**config.mk**
```make
export PLATFORM = sky130hd
export DESIGN_NAME = ecg_alg_core
export DESIGN_NICKNAME = d
export VERILOG_FILES = /design/src/rtl/ecg_alg_pkg.sv /design/src/rtl/ecg_moving_avg.sv /design/src/rtl/ecg_alg_core.sv
export SDC_FILE = /design/constraint.sdc
export NUM_CORES = 1
export LEC_CHECK = 0
export ABC_AREA = 1
export CORE_UTILIZATION = 60
export DETAILED_ROUTE_END_ITERATION = 12
export PLACE_DENSITY = 0.76
export SLEW_MARGIN = 15
export SYNTH_ARGS = -nofsm -noshare
export SYNTH_HDL_FRONTEND = slang
export SYNTH_HIERARCHICAL = 1
export SYNTH_SLANG_ARGS = --single-unit
```
**constraint.sdc**
```tcl
create_clock -name i_clk -period 7.5 [get_ports i_clk]
set_input_delay 1.5 -clock i_clk [delete_from_list [all_inputs] [get_ports i_clk]]
set_output_delay 1.5 -clock i_clk [all_outputs]
set_load 0.01 [all_outputs]
```
**src/rtl/ecg_alg_pkg.sv**
```systemverilog
// Shared types and helpers for the ECG R-peak detector.
package ecg_alg_pkg;

   typedef enum logic {
      ST_BELOW = 1'b0,
      ST_ABOVE = 1'b1
   } det_state_e;

   // Exact log2 for the power-of-two averaging lengths.
   function automatic int log2_int(input int n);
      int r;
      r = 0;
      while ((1 << r) < n) r++;
      return r;
   endfunction

endpackage

```
**src/rtl/ecg_moving_avg.sv**
```systemverilog
// Running-sum moving average over the last N accepted samples.
module ecg_moving_avg
   import ecg_alg_pkg::*;
#(
   parameter int WIDTH = 11,
   parameter int N     = 16
) (
   input  logic             i_clk,
   input  logic             i_nrst,
   input  logic             i_accept,
   input  logic [WIDTH-1:0] i_sample,
   output logic [WIDTH-1:0] o_ma,
   output logic             o_valid
);

   localparam int SHIFT = log2_int(N);
   localparam int SUM_W = WIDTH + SHIFT;
   localparam int CNT_W = SHIFT + 1;

   logic [WIDTH-1:0] dline_q [N];
   logic [WIDTH-1:0] dline_d [N];
   logic [SUM_W-1:0] sum_q, sum_d;
   logic [WIDTH-1:0] ma_q, ma_d;
   logic [CNT_W-1:0] cnt_q, cnt_d;
   logic             valid_q, valid_d;

   // The delay line starts cleared, so the tail reads 0 until the window fills.
   always_comb begin
      dline_d = dline_q;
      sum_d   = sum_q;
      ma_d    = ma_q;
      cnt_d   = cnt_q;
      valid_d = valid_q;
      if (i_accept) begin
         dline_d[0] = i_sample;
         for (int i = 1; i < N; i++) begin
            dline_d[i] = dline_q[i-1];
         end
         sum_d = sum_q + SUM_W'(i_sample) - SUM_W'(dline_q[N-1]);
         ma_d  = sum_d[SHIFT +: WIDTH];
         if (cnt_q != CNT_W'(N)) begin
            cnt_d = cnt_q + 1'b1;
         end
         if (cnt_q == CNT_W'(N - 1)) begin
            valid_d = 1'b1;
         end
      end
   end

   always_ff @(posedge i_clk) begin
      if (!i_nrst) begin
         for (int i = 0; i < N; i++) begin
            dline_q[i] <= '0;
         end
         sum_q   <= '0;
         ma_q    <= '0;
         cnt_q   <= '0;
         valid_q <= 1'b0;
      end else begin
         dline_q <= dline_d;
         sum_q   <= sum_d;
         ma_q    <= ma_d;
         cnt_q   <= cnt_d;
         valid_q <= valid_d;
      end
   end

   assign o_ma    = ma_q;
   assign o_valid = valid_q;

endmodule

```
**src/rtl/ecg_alg_core.sv**
```systemverilog
// R-peak detector: rectified short/long moving averages, adaptive threshold,
// peak location and RR-period reporting.
module ecg_alg_core
   import ecg_alg_pkg::*;
#(
   parameter int DATA_WIDTH   = 11,
   parameter int CTR_WIDTH    = 22,
   parameter int DATA_OFFSET  = 1024,
   parameter int NAVG_SHORT   = 16,
   parameter int NAVG_LONG    = 32,
   parameter int INIT_SAMPLES = 360,
   parameter int REFRACTORY   = 72
) (
   input  logic                  i_clk,
   input  logic                  i_nrst,
   input  logic                  i_ce,
   input  logic [DATA_WIDTH-1:0] i_ecg_signal,
   input  logic                  i_ecg_signal_valid,
   input  logic [CTR_WIDTH-1:0]  i_ctr,
   output logic [DATA_WIDTH-1:0] o_rr_period,
   output logic                  o_rr_period_updated,
   output logic [CTR_WIDTH-1:0]  o_rpeak_location,
   output logic                  o_ma_short_valid,
   output logic                  o_ma_long_valid,
   output logic                  o_th_initialised,
   output logic                  o_alg_active
);

   localparam int INIT_W = $clog2(INIT_SAMPLES + 1);
   localparam int REF_W  = $clog2(REFRACTORY + 1);
   localparam logic [CTR_WIDTH-1:0] RR_MAX  = CTR_WIDTH'((1 << DATA_WIDTH) - 1);
   localparam logic [CTR_WIDTH-1:0] LOC_ADJ = CTR_WIDTH'(NAVG_SHORT / 2);

   logic                         accept;
   logic signed [DATA_WIDTH:0]   x;
   logic [DATA_WIDTH-1:0]        rect;
   logic [DATA_WIDTH-1:0]        ma_short, ma_long;
   logic                         ma_short_valid, ma_long_valid;
   logic [DATA_WIDTH:0]          th_sum;
   logic [DATA_WIDTH-1:0]        th;
   logic [DATA_WIDTH+1:0]        pk_sum;
   logic [CTR_WIDTH-1:0]         loc, rr_diff;

   det_state_e                   state_q, state_d;
   logic                         th_init_q, th_init_d;
   logic [INIT_W-1:0]            init_cnt_q, init_cnt_d;
   logic [DATA_WIDTH-1:0]        peak_q, peak_d;
   logic [DATA_WIDTH-1:0]        cand_max_q, cand_max_d;
   logic [CTR_WIDTH-1:0]         cand_loc_q, cand_loc_d;
   logic [REF_W-1:0]             ref_q, ref_d;
   logic [CTR_WIDTH-1:0]         prev_loc_q, prev_loc_d;
   logic                         have_prev_q, have_prev_d;
   logic [CTR_WIDTH-1:0]         rpeak_q, rpeak_d;
   logic [DATA_WIDTH-1:0]        rr_q, rr_d;
   logic                         rr_upd_q, rr_upd_d;

   assign accept = i_ce & i_ecg_signal_valid;

   // Offset-binary to signed, then magnitude; -DATA_OFFSET still fits unsigned.
   assign x    = $signed({1'b0, i_ecg_signal}) - $signed((DATA_WIDTH+1)'(DATA_OFFSET));
   assign rect = x[DATA_WIDTH] ? DATA_WIDTH'(-x) : DATA_WIDTH'(x);

   ecg_moving_avg #(.WIDTH(DATA_WIDTH), .N(NAVG_SHORT)) u_ma_short (
      .i_clk    (i_clk),
      .i_nrst   (i_nrst),
      .i_accept (accept),
      .i_sample (rect),
      .o_ma     (ma_short),
      .o_valid  (ma_short_valid)
   );

   ecg_moving_avg #(.WIDTH(DATA_WIDTH), .N(NAVG_LONG)) u_ma_long (
      .i_clk    (i_clk),
      .i_nrst   (i_nrst),
      .i_accept (accept),
      .i_sample (rect),
      .o_ma     (ma_long),
      .o_valid  (ma_long_valid)
   );

   assign th_sum  = {1'b0, peak_q} + {1'b0, ma_long};
   assign th      = DATA_WIDTH'(th_sum >> 1);
   assign pk_sum  = {2'b00, peak_q} + {1'b0, peak_q, 1'b0} + {2'b00, cand_max_q};
   // Report the peak centred in the short window rather than at its trailing edge.
   assign loc     = cand_loc_q - LOC_ADJ;
   assign rr_diff = loc - prev_loc_q;

   always_comb begin
      state_d     = state_q;
      th_init_d   = th_init_q;
      init_cnt_d  = init_cnt_q;
      peak_d      = peak_q;
      cand_max_d  = cand_max_q;
      cand_loc_d  = cand_loc_q;
      ref_d       = ref_q;
      prev_loc_d  = prev_loc_q;
      have_prev_d = have_prev_q;
      rpeak_d     = rpeak_q;
      rr_d        = rr_q;
      rr_upd_d    = 1'b0;
      if (accept) begin
         if (!th_init_q) begin
            if (ma_long_valid) begin
               if (ma_short > peak_q) peak_d = ma_short;
               if (init_cnt_q == INIT_W'(INIT_SAMPLES - 1)) th_init_d = 1'b1;
               init_cnt_d = init_cnt_q + 1'b1;
            end
         end else begin
            if (ref_q != '0) ref_d = ref_q - 1'b1;
            case (state_q)
               ST_BELOW: begin
                  if ((ma_short > th) && (ref_q == '0)) begin
                     state_d    = ST_ABOVE;
                     cand_max_d = ma_short;
                     cand_loc_d = i_ctr;
                  end
               end
               ST_ABOVE: begin
                  if (ma_short <= th) begin
                     state_d     = ST_BELOW;
                     ref_d       = REF_W'(REFRACTORY);
                     rpeak_d     = loc;
                     peak_d      = DATA_WIDTH'(pk_sum >> 2);
                     prev_loc_d  = loc;
                     have_prev_d = 1'b1;
                     if (have_prev_q) begin
                        rr_d     = (rr_diff > RR_MAX) ? RR_MAX[DATA_WIDTH-1:0]
                                                      : rr_diff[DATA_WIDTH-1:0];
                        rr_upd_d = 1'b1;
                     end
                  end else if (ma_short > cand_max_q) begin
                     cand_max_d = ma_short;
                     cand_loc_d = i_ctr;
                  end
               end
               default: state_d = ST_BELOW;
            endcase
         end
      end
   end

   always_ff @(posedge i_clk) begin
      if (!i_nrst) begin
         state_q     <= ST_BELOW;
         th_init_q   <= 1'b0;
         init_cnt_q  <= '0;
         peak_q      <= '0;
         cand_max_q  <= '0;
         cand_loc_q  <= '0;
         ref_q       <= '0;
         prev_loc_q  <= '0;
         have_prev_q <= 1'b0;
         rpeak_q     <= '0;
         rr_q        <= '0;
         rr_upd_q    <= 1'b0;
      end else begin
         state_q     <= state_d;
         th_init_q   <= th_init_d;
         init_cnt_q  <= init_cnt_d;
         peak_q      <= peak_d;
         cand_max_q  <= cand_max_d;
         cand_loc_q  <= cand_loc_d;
         ref_q       <= ref_d;
         prev_loc_q  <= prev_loc_d;
         have_prev_q <= have_prev_d;
         rpeak_q     <= rpeak_d;
         rr_q        <= rr_d;
         rr_upd_q    <= rr_upd_d;
      end
   end

   assign o_rr_period         = rr_q;
   assign o_rr_period_updated = rr_upd_q;
   assign o_rpeak_location    = rpeak_q;
   assign o_ma_short_valid    = ma_short_valid;
   assign o_ma_long_valid     = ma_long_valid;
   assign o_th_initialised    = th_init_q;
   assign o_alg_active        = th_init_q & i_ce;

endmodule

```
Yosys cells after proc, flatten, opt, wreduce, memory -nomap -nowiden
Index checks and enable logic that the tools add are counted.

storage, ports and cells
  flip-flop bits (word level) = 515
  input port bits = 37
  output and inout port bits = 38
  word-level logic and storage cells = 126

cells by class
  add/subtract/negate cells = 15
  magnitude comparators = 5
  equality and inequality tests = 10
  mux-type cells = 25
  bitwise operators = 4
  reduce and logical (&&, ||, !) cells = 16

operators with widths
  cell                      number
  $mux W11                  10
  $mux W22                  3
  $pmux W22 S2              1
  $gt A11 B11 Y1            3
  $gt A22 B11 Y1 const B    1
  $pmux W11 S2              1
  $sub A22 B22 Y22          1
  $sub A22 B4 Y22 const B   1
  $mux W7                   3
  $reduce_and A5 Y1         4
  $add A16 B11 Y16          1
  $sub A16 B11 Y16          1
  $add A15 B11 Y15          1
  $sub A15 B11 Y15          1
  $add A11 B12 Y13          1
  $add A13 B11 Y13          1
  $add A11 B11 Y12          1
  $sub A11 B11 Y12 const B  1
  $le A11 B11 Y1            1
  $neg A11 Y11              1
  $reduce_and A2 Y1         5
  $add A9 B1 Y9 const B     1
  $eq A9 B9 Y1 const B      1
  $logic_not A7 Y1          1
  18 further kinds          29

Longest topological paths before layout
Gate-level depths: netlist of run 1.

  word-level depth = 5
  mapped depth = 27
  mapped depth without buffers = 25

Modules after synthesis
Netlist of run 1, hierarchy kept.

modules (own cells, without submodules)
  module                       times used  cells each  area an instance (um^2)  sequential area each (um^2)
  ecg_moving_avg (u_ma_long)   1           1888        14380.0                  7507.2
  ecg_moving_avg (u_ma_short)  1           1097        8125.3                   3943.8
  ecg_alg_core                 1           1174        7861.3                   1941.9

Least setup slack after synthesis of run 1
Ideal clock, no wire load.

  path kind = input -> register
  start point = in i_ecg_signal[1]
  end point = reg u_ma_long.sum_q[15]
  setup time = 0.109 ns
  data arrival time = 3.988 ns
  data required time = 7.391 ns
  setup slack = 3.403 ns
  cell stages on the path = 20
  path buffers = 0
  cell sequence = inv_1 -> ha_1 -> nand2_1 -> nor4_1 -> nand3_1 -> nor4_1 -> inv_1 -> fa_1 -> inv_1 -> ha_1 -> nand2_1 -> inv_1 -> nand2_1 -> nand2_1 -> a21oi_1 -> nand2_1 -> nand2_1 -> nand3_1 -> nand2_1 -> inv_1

on the way
  longest elaborated chain between the ends = 5

ends and longest elaborated chain
  item                    line                  source
  start: declaration      ecg_alg_core.sv:17    input logic [DATA_WIDTH-1:0] i_ecg_signal,
  $sub A11 B11 Y12 (*)    ecg_alg_core.sv:60    assign x = $signed({1'b0, i_ecg_signal}) - $signed((DATA_WIDTH+1)'(DATA_OFFSET));
  $neg A11 Y11            ecg_alg_core.sv:61    assign rect = x[DATA_WIDTH] ? DATA_WIDTH'(-x) : DATA_WIDTH'(x);
  $mux W11 (*)            ecg_alg_core.sv:61
  net rect[10]            ecg_alg_core.sv:36    logic [DATA_WIDTH-1:0] rect;
  $add A16 B11 Y16 (*)    ecg_moving_avg.sv:39  sum_d = sum_q + SUM_W'(i_sample) - SUM_W'(dline_q[N-1]);
  $sub A16 B11 Y16 (*)    ecg_moving_avg.sv:39
  end signal: assignment  ecg_moving_avg.sv:61  sum_q <= sum_d;
  end: declaration        ecg_moving_avg.sv:22  logic [SUM_W-1:0] sum_q, sum_d;

Mark *: on every way through the listed nets, which the timed path passes. The rest lies on a longest branch.
A chain may end at the register's enable or synchronous reset.

Worst setup path in the final report of run 1
  start point = in i_ecg_signal[0]
  end point = reg u_ma_short.sum_q[13]

on the way
  longest elaborated chain between the ends = 5

ends and longest elaborated chain
  item                    line
  $sub A11 B11 Y12 (*)    ecg_alg_core.sv:60
  $neg A11 Y11            ecg_alg_core.sv:61
  $mux W11 (*)            ecg_alg_core.sv:61
  net rect[10]            ecg_alg_core.sv:36
  $add A15 B11 Y15 (*)    ecg_moving_avg.sv:39
  $sub A15 B11 Y15 (*)    ecg_moving_avg.sv:39
  end signal: assignment  ecg_moving_avg.sv:61
  end: declaration        ecg_moving_avg.sv:22

Marked as above.

==> results of run 1 <==
worst min path at each step:
stage,startpoint,endpoint
after global routing,cand_loc_q[3],o_rpeak_location[3]
after floorplan,cand_loc_q[3],o_rpeak_location[3]
after global placement,cand_loc_q[3],o_rpeak_location[3]
final,cand_loc_q[3],o_rpeak_location[3]
after CTS,cand_loc_q[3],o_rpeak_location[3]
after detailed placement,cand_loc_q[3],o_rpeak_location[3]
kinds of logic (layout without fill, tap and decap cells):
| family | after synthesis | count (layout) | share of synthesized area (%) |
|---|---|---|---|
| AOI/OAI and AO/OA | 851 | 851 | 14.43 |
| xor gates and xnor gates | 59 | 59 | 1.726 |
| adders and majority gates | 150 | 150 | 7.046 |
| buffers and inverters | 638 | 613 | 9.110 |
| DFF | 669 | 669 | 44.10 |
| and+or+nand+nor | 1792 | 1792 | 23.58 |
critical path, cell delays in order:
cell	delay (ps)
clkdlybuf4s50_1	530
inv_1	100
ha_1	160
nand2_1	80
nor4_1	250
nand3_1	140
nor4_1	370
inv_1	180
fa_1	560
inv_1	40
ha_1	370
nand2_1	120
nor2_1	150
inv_1	60
nor2_1	80
nand2_1	80
nand3_1	90
nand3_1	80
nand2_1	90
inv_1	30
stage by stage:
step	area (sq um)	std cells	utilization, %	worst slack (ps)	total power, W
2_1_floorplan	30370	4159	-	3403	0.004830
3_3_place_gp	30850	4684	61.62	2365	0.005052
3_5_place_dp	30850	4684	61.62	2351	0.005067
4_1_cts	33210	4806	66.34	2959	0.008578
5_1_grt	33210	4806	66.34	2506	0.008922
6_report	33210	4806	66.34	2951	0.008496
power by group:
group / internal [W] / switching [W]
Sequential: 0.00375 / 0.000113
Clock: 0.00203 / 0.00147
Combinational: 0.000407 / 0.000729
layout make-up:
| class | instances | area (sq um) |
|---|---|---|
| timing repair buffer | 86 | 860.8 |
| sequential | 669 | 13390 |
| fill | 4494 | 16850 |
| multi-input combinational | 2852 | 14210 |
| inverter | 405 | 1545 |
| tap | 672 | 840.8 |
| clock buffer | 87 | 1894 |
| clock inverter | 35 | 470.5 |
Yosys cell counts, types with 3 or more instances:
cell type	count	area share, %
nor2_1	1159	14
dfxtp_1	669	44
o21ai_0	599	9.9
nand2_1	439	5.4
inv_1	395	4.9
a21oi_1	183	3.0
ha_1	115	4.7
clkbuf_1	108	1.3
nand3_1	88	1.5
buf_2	53	0.87
buf_4	43	1.1
xor2_1	39	1.1
fa_1	35	2.3
o21ai_1	30	0.49
nand4_1	23	0.47
nor3_1	20	0.33
xnor2_1	19	0.55
nand2_2	16	0.33
buf_6	13	0.48
a21oi_2	11	0.32
clkbuf_2	11	0.18
nand3_2	9	0.30
nor4_1	8	0.16
inv_2	6	0.074
nor2_2	6	0.12
o211ai_1	6	0.15
nand3b_1	5	0.12
o21bai_1	5	0.12
a21o_1	3	0.074
and2_1	3	0.062
clkbuf_8	3	0.14
clkinv_1	3	0.037
nor3_2	3	0.099
nor3b_1	3	0.074
o22ai_1	3	0.062
layer usage:
metal	up-vias	GRT usage (%)	part of all wire, %
li1	13028	-	-
met1	11270	32.84	49
met2	320	38.42	46
met3	96	4.066	3.5
met4	0	6.711	2.2
met5	-	0	0
registers in the layout, indices dropped and copies added (netlist names), 5 cells and up:
register / flops
o_rpeak_location: 22
cand_loc_q: 22
init_cnt_q: 9
u_ma_short/dline_q: 176
u_ma_long/cnt_q: 6
o_rr_period: 11
u_ma_short/cnt_q: 5
cand_max_q: 11
u_ma_long/dline_q: 352
peak_q: 11
u_ma_long/sum_q: 16
ref_q: 7
u_ma_short/sum_q: 15
==> flow_summary.toml, run 1 <==
[outcome]
outcome = "completed"

[clock_tree]
cts_setup_buffers = 0
cts_tree = "built"
post_cts_resized = 0
clk_path_buf_depth = 3
cts.sinks = 669
hold_buffers = 0
worstSkewPairLatency_ps = 620
clockRootBuffer = "clkbuf_16"
numCtsBuffers = 69
h-tree-depth = 3
clkTransAtPathRegs_ps = 60

[floorplanning]
dieArea_sq_mm = 0.05152
io_pins = 75
die_x_um = 227.0
start_util_pct = 60.65
core_area_sq_mm = 0.05007
rows = 82
die_h_um = 227.0

[synthesis]
netlist_area_sq_mm = 0.03037
synth_nets = 4346
yosysWarnings = 6
ys.flop_type = "dfxtp_1"
syn_area_per_cell_sq_um = 7.301
synth_cells = 4159
synth.distinct_cells = 54
ys_seq_area_share_pct = 44.10
synth-edff-count = 0
synth-seq-cells = 669
ys_async_sr_fraction_pct = 0

[timing]
drv_slew = 0
skew_ps = 32.13
fin_crit_ps = 4549
relSlewSlack_pct = 30.36
period_share_pct = 60.65
finalHoldViolations = 0
finalSetupViolations = 0
clock.fmax_mhz = 219.8
worst_hold_slack_ps = 449.1
tightest_slew_ps = 1045
rsz0062_at_grt = "false"
finalSetupTns_ps = 0

[worst_hold_path]
hold_class = "reg -> reg"
hold_depth = 1

[detailed_routing]
dr.pass1.iters = 5
dr.first_iter.drc_count = 1851
num_vias = 24714
via_per_inst = 5.142
post_drt_wl_per_cell_um = 12.80
route.detailed.drc = 0
postRouteAntennaNets = 0
finalWirelength_um = 61540

[final_layout]
layout.nets = 4270
antenna_cells = 0
final_cell_mix = "nor2_1 (1158), dfxtp_1 (669), o21ai_0 (599)"
syn2layout_area_growth_pct = 9.378
layout_commonest_cell = "nor2_1"
drive_above_1_share_pct = 4.644

[setup_path]
r2r-end = "o_rpeak_location[18]"
r2r-start = "u_ma_long/sum_q[5]"
crit_arrival_ps = 5060
required_ps = 8020
reg2reg_depth = 25
start_kind = "input port"
cp-startpoint = "i_ecg_signal[0]"
path_max_fanout = 6
r2r_setup_slack_ps = 3000
cp-endpoint = "u_ma_short/sum_q[13]"
endpoint_kind = "flop"
critPathKind = "in -> reg"

[job]
maxCapViolCount = 0

[placed_design]
dp_hpwl_um = 38610
portBuffers = 74
gp_congestion = 0.9068

[global_routing]
grt_max_degree = 225
first_global_vias = 21918
antenna_found_initial = 0
grt_use_total_pct = 23.82
grt_overflow = 0
grt_pass1_wl_um = 102800

[power_and_ir_drop]
max-vdd-ir-drop_v = 0.0002944
p_per_area_mw_per_mm2 = 255.8
p_leak_nw = 15.48
(Power assumes the default switching activity.)
==> inputs of run 2 (changes only) <==
--- a/config.mk
+++ b/config.mk
@@ -6,9 +6,9 @@
 export NUM_CORES = 1
 export LEC_CHECK = 0
 export ABC_AREA = 1
-export CORE_UTILIZATION = 60
+export CORE_UTILIZATION = 57
 export DETAILED_ROUTE_END_ITERATION = 12
-export PLACE_DENSITY = 0.76
+export PLACE_DENSITY = 0.75
 export SLEW_MARGIN = 15
 export SYNTH_ARGS = -nofsm -noshare
 export SYNTH_HDL_FRONTEND = slang
==> constraint.sdc (replaced) <==
create_clock -name i_clk -period 4 [get_ports i_clk]
set_input_delay 0.8 -clock i_clk [delete_from_list [all_inputs] [get_ports i_clk]]
set_output_delay 0.8 -clock i_clk [all_outputs]
set_load 0.01 [all_outputs]
==> flow_summary.toml, run 2 (synthesis gave the netlist of run 1 again) <==
[outcome]
outcome = "completed"

[global_routing]
grt_pass1_wl_um = 106500
grt_overflow = 0
first_global_vias = 22551
grt_use_total_pct = 23.36
antenna_found_initial = 0
grt_max_degree = 175

[setup_path]
required_ps = 4500
endpoint_kind = "flop"
start_kind = "input port"
reg2reg_depth = 24
crit_arrival_ps = 4160
r2r-end = "peak_q[8]"
critPathKind = "in -> reg"
cp-endpoint = "u_ma_long/sum_q[14]"
path_max_fanout = 5
cp-startpoint = "i_ecg_signal[0]"
r2r-start = "u_ma_long/sum_q[5]"
r2r_setup_slack_ps = 380

[final_layout]
antenna_cells = 0
largest_reg_flops = 352
final_cell_mix = "nor2_1 (1158), dfxtp_1 (669), o21ai_0 (597)"
final_cell_area_sq_mm = 0.03376
finish.utilization_pct = 64.24
top_register = "u_ma_long/dline_q"
syn2layout_area_growth_pct = 11.16
layout_commonest_cell = "nor2_1"
top_regs = "u_ma_long/dline_q x352, u_ma_short/dline_q x176"
drive_above_1_share_pct = 5.919
layout.nets = 4331

[floorplanning]
die_x_um = 232.8
io_pins = 75
rows = 84
dieArea_sq_mm = 0.05420
start_util_pct = 57.79
die_h_um = 232.8
core_area_sq_mm = 0.05255

[placed_design]
dpl-instance-area_sq_mm = 0.03144
dp_slack_ps = -300.2
dp_hpwl_um = 40650
portBuffers = 74
gp_congestion = 0.9184

[timing]
finalSetupTns_ps = 0
relSlewSlack_pct = 38.61
period_share_pct = 91.58
fin_crit_ps = 3663
drv_slew = 0
layout_setup_ws_ps = 336.7
finalHoldViolations = 0
finalSetupViolations = 0
skew_ps = 40.28
tightest_slew_ps = 919.9
clock.fmax_mhz = 273.0
rsz0062_at_grt = "false"

[power_and_ir_drop]
switching_share_pct = 26.93
p_int_w = 0.01161
max-vdd-ir-drop_v = 0.0003976
power_frac_comb_pct = 14.4
netSwitchingPower_w = 0.004278
p_clk_share_pct = 40.0
seqPwrFrac_pct = 45.7
power_w = 0.01589
p_per_area_mw_per_mm2 = 470.6
p_leak_nw = 15.81

[detailed_routing]
wl_met1_um = 31280
postRouteAntennaNets = 0
dr.pass1.iters = 6
finalWirelength_um = 63900
route.detailed.drc = 0
via_per_inst = 5.142
post_drt_wl_per_cell_um = 13.10
dr.first_iter.drc_count = 1686
met2WireLength_um = 29500
num_vias = 25081
wl_met3_um = 2029
top_layer = "met4"

[clock_tree]
clockRootBuffer = "clkbuf_16"
clk_path_buf_depth = 3
hold_buffers = 0
h-tree-depth = 3
cts_tree = "built"
worstSkewPairLatency_ps = 620
numCtsBuffers = 68
cts.sinks = 669
clkTransAtPathRegs_ps = 60

[worst_hold_path]
hold_class = "reg -> reg"

[job]
maxCapViolCount = 0
-- run 2: cell type report --
cell class	count	area, sq um
flip-flops and latches	669	13390
clock buffers	95	1986
inverters	405	1549
well taps	688	860.8
fillers	4646	18790
multi-input cells	2852	14230
repair buffers	147	1473
repair inverters	1	7.507
clock inverters	21	259.0
-- run 2: per-stage QoR --
step	hold WS, ps	instances
detailed placement	417.2	4759
CTS	427.4	4875
global route	450.6	4878
global placement	415.6	4759
floorplan	405.7	4159
finish	427.5	4878
-- run 2: worst min-delay path by stage --
stage	slack, ps	from	to	cells past startpoint
after floorplan	410	cand_loc_q[3]	o_rpeak_location[3]	1
after global placement	420	cand_loc_q[3]	o_rpeak_location[3]	1
after detailed placement	420	cand_loc_q[3]	o_rpeak_location[3]	1
after CTS	430	cand_loc_q[3]	o_rpeak_location[3]	1
after global routing	450	cand_loc_q[3]	o_rpeak_location[3]	1
final	430	cand_loc_q[3]	o_rpeak_location[3]	1
-- run 2: what timing repair did --
action	CTS	global route
endpoints found under the setup margin	0	64
setup buffers	0	1
resized for setup	0	12
-- run 2: power groups by stage --
stage / Combinational (W) / Sequential [W] / Clock [W]
2_1_floorplan: 0.00175 / 0.00731 / 0
3_3_place_gp: 0.00223 / 0.00739 / 0
3_5_place_dp: 0.00226 / 0.00739 / 0
4_1_cts: 0.00228 / 0.00725 / 0.00648
5_1_grt: 0.00264 / 0.00729 / 0.00677
6_report: 0.00228 / 0.00725 / 0.00635
-- run 2: routing by layer --
metal | global-route usage (%) | up-vias
li1 | - | 13155
met1 | 32.00 | 11524
met2 | 38.30 | 321
met3 | 3.542 | 81
met4 | 6.025 | 0
met5 | 0 | -
-- run 2: worst max-delay path, cell delays in order --
cell	delay [ps]
clkdlybuf4s50_1	450
buf_4	180
nor3_1	310
nand2_1	130
inv_1	100
a41oi_1	120
xor2_1	260
inv_1	120
fa_1	540
inv_1	40
ha_1	350
a21oi_1	200
nand2_1	110
a21oi_1	180
nand2_1	70
nand2_1	60
nand3_1	60
nand2_1	60
inv_1	30
==> inputs of run 3 (changes only) <==
--- a/config.mk
+++ b/config.mk
@@ -6,6 +6,7 @@
 export NUM_CORES = 1
 export LEC_CHECK = 0
 export ABC_AREA = 1
+export CORE_MARGIN = 4
 export CORE_UTILIZATION = 57
 export DETAILED_ROUTE_END_ITERATION = 12
 export PLACE_DENSITY = 0.75
==> flow_summary.toml, run 3 (synthesis gave the netlist of run 1 again) <==
[floorplanning]
io_pins = 75
core_area_sq_mm = 0.05266
dieArea_sq_mm = 0.05703
start_util_pct = 57.67
rows = 84
die_h_um = 238.8
die_x_um = 238.8

[setup_path]
cp.depth = 22
slowest_stage = "fa_1"
cp_cell_sequence = "clkdlybuf4s50_1, inv_1, ha_1, nand2_1, nor4_4, buf_4, or2_2, xor2_1, inv_1, fa_1, inv_1, ha_1, nand2_1, buf_4, nor2_2, nand3_2, nand2_2, nand2_1, nand3_1, nand3_1, nand2_1, inv_1"
r2r-end = "cand_loc_q[8]"
reg2reg_depth = 23
crit_arrival_ps = 4180
cp-startpoint = "i_ecg_signal[0]"
endpoint_kind = "flop"
critPathKind = "in -> reg"
cpLargestDelayFamily = "simple AND/OR/NAND/NOR gates"
path_max_fanout = 4
r2r_setup_slack_ps = 340
required_ps = 4500
crit_buf_inv = 7
cpPeakStageDelay_ps = 530
start_kind = "input port"
r2r-start = "u_ma_long/sum_q[6]"

[final_layout]
largest_reg_flops = 352
drive_above_1_share_pct = 6.492
top_register = "u_ma_long/dline_q"
syn2layout_area_growth_pct = 12.18
final_cell_mix = "nor2_1 (1157), dfxtp_1 (668), o21ai_0 (598)"
top_regs = "u_ma_long/dline_q x352, u_ma_short/dline_q x176"
layout_commonest_cell = "nor2_1"
layout.nets = 4340
layoutNonFillerInstCount = 4893
final_cell_area_sq_mm = 0.03407
antenna_cells = 0

[detailed_routing]
postRouteAntennaNets = 0
post_drt_wl_per_cell_um = 13.01
finalWirelength_um = 63650
num_vias = 24892
dr.pass1.iters = 7
via_per_inst = 5.087
dr.first_iter.drc_count = 1916
route.detailed.drc = 0

[global_routing]
antenna_found_initial = 0
grt_pass1_wl_um = 107000
grt_max_degree = 171
grt_overflow = 0
first_global_vias = 22823
grt_use_total_pct = 21.68

[timing]
relSlewSlack_pct = 39.19
clock.fmax_mhz = 271.8
finalHoldViolations = 0
fin_crit_ps = 3679
tightest_slew_ps = 911.2
skew_ps = 18.92
worst_hold_slack_ps = 429.4
period_share_pct = 91.98
finalSetupViolations = 0
drv_slew = 0

[placed_design]
gp_congestion = 0.9082
dp_cells = 4763
portBuffers = 74
dp_hpwl_um = 40300
dpl-instance-area_sq_mm = 0.03146

[clock_tree]
clk_path_buf_depth = 3
cts_tree = "built"
clkTransAtPathRegs_ps = 60
h-tree-depth = 3
cts.sinks = 669
numCtsBuffers = 70
worstSkewPairLatency_ps = 600
clockRootBuffer = "clkbuf_16"

[worst_hold_path]
hold_depth = 1
hold_class = "reg -> reg"
min_from = "cand_loc_q[3]"
min_to = "o_rpeak_location[3]"

[outcome]
outcome = "completed"

[job]
maxCapViolCount = 0

[power_and_ir_drop]
max-vdd-ir-drop_v = 0.0003831
p_per_area_mw_per_mm2 = 479.3
p_leak_nw = 15.95
[run 3: report_power, final]
part | switching, W | total (W) | internal, W
clock | 0.00265 | 0.00679 | 0.00414
sequential | 0.000215 | 0.00725 | 0.00703
combinational | 0.00139 | 0.00228 | 0.000890
total | 0.00426 | 0.0163 | 0.0121
[run 3: what timing repair did]
item / CTS / global route
buffers inserted: 0 / 2
setup endpoints to repair: 0 / 84
hold buffers: 0 / 0
resized for setup: 0 / 12
[run 3: per-stage QoR]
stage	power [W]	TNS, ps	setup WS [ps]	util (%)
2_1_floorplan	0.009056	0	602.7	-
3_3_place_gp	0.009599	-3463	-354.1	59.74
3_5_place_dp	0.009633	-4411	-419.5	59.74
4_1_cts	0.01646	0	40.95	64.40
5_1_grt	0.01717	-58.25	-20.98	64.69
6_report	0.01633	0	320.8	64.69
[run 3: worst max-delay path by stage]
stage | endpoint | slack (ps)
after floorplan | u_ma_long/sum_q[15] | 600
after global placement | u_ma_long/sum_q[15] | -350
after detailed placement | u_ma_long/sum_q[15] | -420
after CTS | cand_max_q[0] | 40
after global routing | cand_loc_q[17] | -20
final | u_ma_long/sum_q[11] | 320
[run 3: worst register-to-register path: stages (launching register included)]
cell	delay (ps)
dfxtp_1	410
fa_1	490
nand3_1	80
nand2_1	90
nand2_1	70
nand2_1	70
a21oi_1	140
o21ai_1	110
nand2_1	70
nand2_1	50
a21oi_1	150
xor2_1	180
ha_1	240
nand2_1	120
nor2_1	80
nand3_1	80
o2111ai_1	140
nand2_2	150
nor2_1	60
nand2_2	220
buf_12	180
clkinvlp_4	170
nor2_1	130
nor2_1	50
[run 3: layer usage]
| metal | GRT usage [%] | part of all wire (%) | vias to the layer above |
|---|---|---|---|
| met4 | 5.875 | 2.1 | 0 |
| met3 | 3.426 | 3.6 | 83 |
| li1 | - | - | 13167 |
| met2 | 35.37 | 46 | 322 |
| met1 | 30.15 | 48 | 11320 |
| met5 | 0 | 0 | - |
[run 3: area by class of cell]
| class | instances | area [sq um] |
|---|---|---|
| tap | 688 | 860.8 |
| inverter | 405 | 1549 |
| timing repair inverter | 1 | 7.507 |
| fill | 4680 | 18590 |
| clock inverter | 29 | 394.1 |
| clock buffer | 95 | 2059 |
| multi-input combinational | 2852 | 14250 |
| timing repair buffer | 154 | 1549 |
| sequential | 669 | 13390 |
